==> config.mk <==
export PLATFORM = sky130hd
export DESIGN_NAME = spi_sram_target
export DESIGN_NICKNAME = d
export VERILOG_FILES = /design/src/rtl/spi_sram_target.sv
export SDC_FILE = /design/constraint.sdc
export NUM_CORES = 2
export LEC_CHECK = 0
export ABC_AREA = 1
export BUFFER_PORTS_ARGS = -buffer_cell sky130_fd_sc_hd__buf_4
export CAP_MARGIN = 20
export CELL_PAD_IN_SITES_DETAIL_PLACEMENT = 0
export CELL_PAD_IN_SITES_GLOBAL_PLACEMENT = 1
export CORE_UTILIZATION = 51
export CTS_CLUSTER_SIZE = 20
export DETAILED_ROUTE_END_ITERATION = 16
export MAX_ROUTING_LAYER = met4
export PLACE_DENSITY_LB_ADDON = 0.1
export RECOVER_POWER = 100
export REMOVE_ABC_BUFFERS = 1
export SYNTH_ARGS = -nofsm -noshare
export SYNTH_HDL_FRONTEND = slang
export SYNTH_SLANG_ARGS = --single-unit
==> constraint.sdc <==
create_clock -name clk -period 7.7 [get_ports clk]
set_input_delay 1.54 -clock clk [delete_from_list [all_inputs] [get_ports clk]]
set_output_delay 1.54 -clock clk [all_outputs]
set_load 0.03 [all_outputs]
==> src/rtl/spi_sram_target.sv <==
// SPI mode-0 serial SRAM responder (READ 0x03 / WRITE 0x02), oversampled in clk.
// Optional: define SPI_TARGET_ID_EN to answer 0x9F with ID bytes 0x0D 0x5D 0x00...
module spi_sram_target #(
    parameter int ADDR_BITS = 8
) (
    input  logic clk,
    input  logic rst_n,
    input  logic sclk_in,
    input  logic cs_in,
    input  logic mosi_in,
    output logic miso_out,
    output logic miso_oe
);

    typedef enum logic [2:0] {
        S_IDLE,
        S_CMD,
        S_ADDR,
        S_READ,
        S_WRITE,
        S_ID,
        S_IGNORE
    } state_t;

    state_t state, state_nxt;

    logic [1:0] sclk_s, cs_s, mosi_s;
    logic       sclk_d;
    logic       rise, fall, cs_hi, mosi_b;

    logic [4:0]           bit_cnt;
    logic [7:0]           rx_sr, tx_sr, rx_byte;
    logic [ADDR_BITS-1:0] addr, addr_in;
    logic                 is_rd;
    logic                 byte_end, addr_end, mem_we;
`ifdef SPI_TARGET_ID_EN
    logic                 id_cnt;
`endif

    logic [7:0] mem [2**ADDR_BITS];

    assign rise     = sclk_s[1] & ~sclk_d;
    assign fall     = ~sclk_s[1] & sclk_d;
    assign cs_hi    = cs_s[1];
    assign mosi_b   = mosi_s[1];
    assign rx_byte  = {rx_sr[6:0], mosi_b};
    assign addr_in  = {addr[ADDR_BITS-2:0], mosi_b};
    assign byte_end = rise && (bit_cnt == 5'd7);
    assign addr_end = rise && (bit_cnt == 5'd23);
    assign mem_we   = !cs_hi && (state == S_WRITE) && byte_end;

    always_comb begin
        state_nxt = state;
        if (cs_hi) begin
            state_nxt = S_IDLE;
        end else begin
            unique case (state)
                S_IDLE: state_nxt = S_CMD;
                S_CMD: begin
                    if (byte_end) begin
                        unique case (1'b1)
                            (rx_byte == 8'h03),
                            (rx_byte == 8'h02): state_nxt = S_ADDR;
`ifdef SPI_TARGET_ID_EN
                            (rx_byte == 8'h9F): state_nxt = S_ID;
`endif
                            default: state_nxt = S_IGNORE;
                        endcase
                    end
                end
                S_ADDR: begin
                    if (addr_end)
                        state_nxt = is_rd ? S_READ : S_WRITE;
                end
                default: state_nxt = state;
            endcase
        end
    end

    always_ff @(posedge clk or negedge rst_n) begin
        if (!rst_n) begin
            state  <= S_IDLE;
            sclk_s <= 2'b00;
            cs_s   <= 2'b11;
            mosi_s <= 2'b00;
            sclk_d <= 1'b0;
        end else begin
            state  <= state_nxt;
            sclk_s <= {sclk_s[0], sclk_in};
            cs_s   <= {cs_s[0], cs_in};
            mosi_s <= {mosi_s[0], mosi_in};
            sclk_d <= sclk_s[1];
        end
    end

    always_ff @(posedge clk or negedge rst_n) begin
        if (!rst_n) begin
            bit_cnt  <= '0;
            rx_sr    <= '0;
            tx_sr    <= '0;
            addr     <= '0;
            is_rd    <= 1'b0;
            miso_out <= 1'b0;
            miso_oe  <= 1'b0;
`ifdef SPI_TARGET_ID_EN
            id_cnt   <= 1'b0;
`endif
        end else if (cs_hi || state == S_IDLE) begin
            bit_cnt  <= '0;
            miso_out <= 1'b0;
            miso_oe  <= 1'b0;
        end else begin
            if (rise) begin
                rx_sr   <= rx_byte;
                bit_cnt <= bit_cnt + 1'b1;
                unique case (state)
                    S_CMD: begin
                        if (byte_end) begin
                            bit_cnt <= '0;
                            is_rd   <= (rx_byte == 8'h03);
`ifdef SPI_TARGET_ID_EN
                            tx_sr   <= 8'h0D;
                            id_cnt  <= 1'b0;
`endif
                        end
                    end
                    S_ADDR: begin
                        addr <= addr_in;
                        if (addr_end) begin
                            bit_cnt <= '0;
                            if (is_rd) begin
                                tx_sr <= mem[addr_in];
                                addr  <= addr_in + 1'b1;
                            end
                        end
                    end
                    S_READ: begin
                        if (byte_end) begin
                            bit_cnt <= '0;
                            tx_sr   <= mem[addr];
                            addr    <= addr + 1'b1;
                        end
                    end
                    S_WRITE: begin
                        if (byte_end) begin
                            bit_cnt <= '0;
                            addr    <= addr + 1'b1;
                        end
                    end
`ifdef SPI_TARGET_ID_EN
                    S_ID: begin
                        if (byte_end) begin
                            bit_cnt <= '0;
                            tx_sr   <= id_cnt ? 8'h00 : 8'h5D;
                            id_cnt  <= 1'b1;
                        end
                    end
`endif
                    default: bit_cnt <= '0;
                endcase
            end
            // Data leaves on the falling edge so it is settled for the initiator's next rise
            if (fall && (state == S_READ || state == S_ID)) begin
                miso_out <= tx_sr[7];
                tx_sr    <= {tx_sr[6:0], 1'b0};
                miso_oe  <= 1'b1;
            end
        end
    end

    always_ff @(posedge clk) begin
        if (mem_we)
            mem[addr] <= rx_byte;
    end

endmodule

==> metrics <==
maximum number of pins on one net before global-route repair 212; number of failing setup endpoints in the final timing report 0; detail-routed net length per standard cell 25.9 um; GPL Wtd Cong 0.931; area share of the largest cell type after synthesis 0.585; clock buffer depth 3; Clock Skews 71.7 ps; worst slew margin relative to its limit -1.82; XOR/XNOR share of the synthesized area 0.000833; cell area after layout 0.113 mm2; number of vias per cell after detailed routing 6.06; total clock sinks 2089; die boundary width 456 um; most frequent cells in the layout nand2_1 (2740), edfxtp_1 (2048), nand3_1 (1586); flop and latch count out of synthesis 2089; final WL 355000 um; global route total overflow 0; kind of capture point of the worst setup path register; via count of the first global-routing pass 77067; violations in the final reports max-capacitance violations, max-slew violations; count of different cell masters after synthesis 39; fraction of final layout cells sized beyond drive strength 1 0.0723; dpl cell area 0.107 mm2; data arrival time at the worst-slack endpoint 6650 ps; antenna violations before repair 6; Synth Area in Simple Gates 0.233; total number of placement rows 166; Worst-Skew Late Latency 910 ps; average size of a mapped cell 9.40 um2; post-CTS setup buffer count 0; Synth area leader edfxtp_1; time the worst path needs with I/O delays and setup 6160 ps; library cell used as clock root buffer clkbuf_16; number of synthesized flops with an enable pin 2048; critical path data required time 8190 ps; maximum fanout count along the critical path 45; Worst IR Drop VDD 0.000705 V; die area 0.208 mm2; number of input and output port buffers inserted 6; die span in y 456 um; reported leakage power 43.9 nW; sort of element at the start of the critical path register; fill count 17932; number of DRC violations after detailed-routing iteration 0 11475; number of nets in the final layout 10813; htree depth 4; setup total negative slack 0 ps; Critical Path Slowest Stage Cell dfrtp_1; Worst Setup Path Type register to register; quantity of gates resized following cts 0; register-to-register path setup slack 1540 ps; number of slew-limit violations in the final report 1883; area delta synth->final 7.84%; fraction of the mapped netlist area in compound gates 0.0915; max-cap violations 34; Synth Flop Type edfxtp_1; portion of the clock cycle consumed by the worst path in the final layout 0.800; outcome finished with violations; fraction of the mapped netlist area in adder cells 0.000714; Starting Density 0.513; post-synthesis instance total 11176; number of vias in the routed layout 82961; global-route usage over all layers 0.346; cell area after synthesis 0.105 mm2; synthesis warning total 0; total power density per cell area 360 mW/mm2; post-DP HPWL 213000 um; Core ar. 0.205 mm2; most frequent standard cell in the layout excluding fill and tap cells nand2_1; Initial DRT Pass Iterations 8; chain of cells forming the critical path buf_4, ha_1, nand2_1, clkbuf_1, nor2_1; global-route wire length before repair 519000 um; async set-reset flop share out of synthesis 0.0196; Worst path max stage delay 2090 ps; I/O pin cnt 7; multiplexer share of the synthesized area 0; hold-fix buffers at CTS 0; number of remaining DRC errors 0; largest cells by area after synthesis edfxtp_1 (59%), nand2_1 (9.8%), o211ai_1 (7.6%); register area share after synthesis 0.595; total count of hold-check failures in the final report 0; post-layout utilization of the core 0.553; RSZ-0062 raised after global routing false; antenna violation net count after detailed routing 0; achievable clock frequency 162 MHz; largest family of logic cells by synthesized area simple AND/OR/NAND/NOR gates; clock-pin slew reported for the worst setup and hold paths after clock tree synthesis 70 ps; Worst Tran Pin Value 4220 ps; class of the tightest hold or removal check register to register; CTS buffer count 222; TritonCTS clock tree yes
## path summary, 6_finish.rpt
kind                           start          to  cells after the start
min                        sclk_s[0]   sclk_s[1]                      0
max in group asynchronous      rst_n     addr[1]                      1
max reg2reg                  addr[0]  mem[11][2]                      5
min reg2reg                sclk_s[0]   sclk_s[1]                      0
max                          addr[0]  mem[11][2]                      5
min in group asynchronous      rst_n   mosi_s[1]                      1
## per-stage QoR
step	power, mW	instances	hold slack [ps]	setup slack, ps
3_3_place_gp	29.8	13248	333	2850
5_1_grt	42.5	13681	355	1450
3_5_place_dp	29.9	13261	342	3040
2_1_floorplan	22.2	10432	331	-70610
6_report	40.9	13682	353	1540
4_1_cts	40.5	13672	339	3020
## layout make-up
type	instances	area [um2]	share of cell area
timing repair buffer	146	1250	0.0110
clock buffer	259	5790	0.0511
multi-input combinational	7091	34300	0.303
clock inverter	152	1340	0.0118
tap	2688	3360	0.0297
sequential	2089	62500	0.552
antenna	5	12.5	0.000110
inverter	1252	4740	0.0418
## synth_stat cells (18+ instances only)
| master | number |
|---|---|
| a21oi_1 | 24 |
| buf_1 | 57 |
| buf_2 | 427 |
| buf_4 | 41 |
| clkbuf_1 | 207 |
| dfrtp_1 | 39 |
| edfxtp_1 | 2048 |
| inv_1 | 1239 |
| nand2_1 | 2741 |
| nand3_1 | 1586 |
| nand4_1 | 52 |
| nor2_1 | 906 |
| o211ai_1 | 1065 |
| o21ai_0 | 206 |
| o21ai_1 | 63 |
| or2_1 | 18 |
| or2_2 | 367 |
## cell families after synthesis
| logic type | after synthesis |
|---|---|
| simple gates | 5695 |
| flops | 2089 |
| buf+inv | 1996 |
| compound gates | 1380 |
| xor+xnor | 10 |
| fa+ha+maj | 6 |
## layer usage
metal  vias up  GRT usage  wire length (um)
met5         -          -                 0
met4         0      0.137             16400
met3       746     0.0516             35400
met2      4488      0.508            157000
met1     40255      0.485            146000
li1      37472          -                 -
## flip-flops by register name, indices dropped and copies added (netlist names), 3 cells and up
signal   count
state        3
tx_sr        8
bit_cnt      5
addr         8
mem       2048
rx_sr        7
## worst max-delay path: cells and delay by family (launching register included)
kind                       cells  cell delay (ps)
adders and majority gates      1              330
buffers and inverters          2             1440
DFF                            1             2090
and+or+nand+nor                2             1840
## power breakdown
group | switching, mW | internal (mW) | total, mW | leakage (nW)
clock | 4.66 | 5.97 | 10.6 | 3.49
combinational | 12.2 | 3.91 | 16.2 | 20.8
sequential | 0.444 | 13.6 | 14.1 | 19.6
Note: power is estimated with default switching activity, not from simulation.
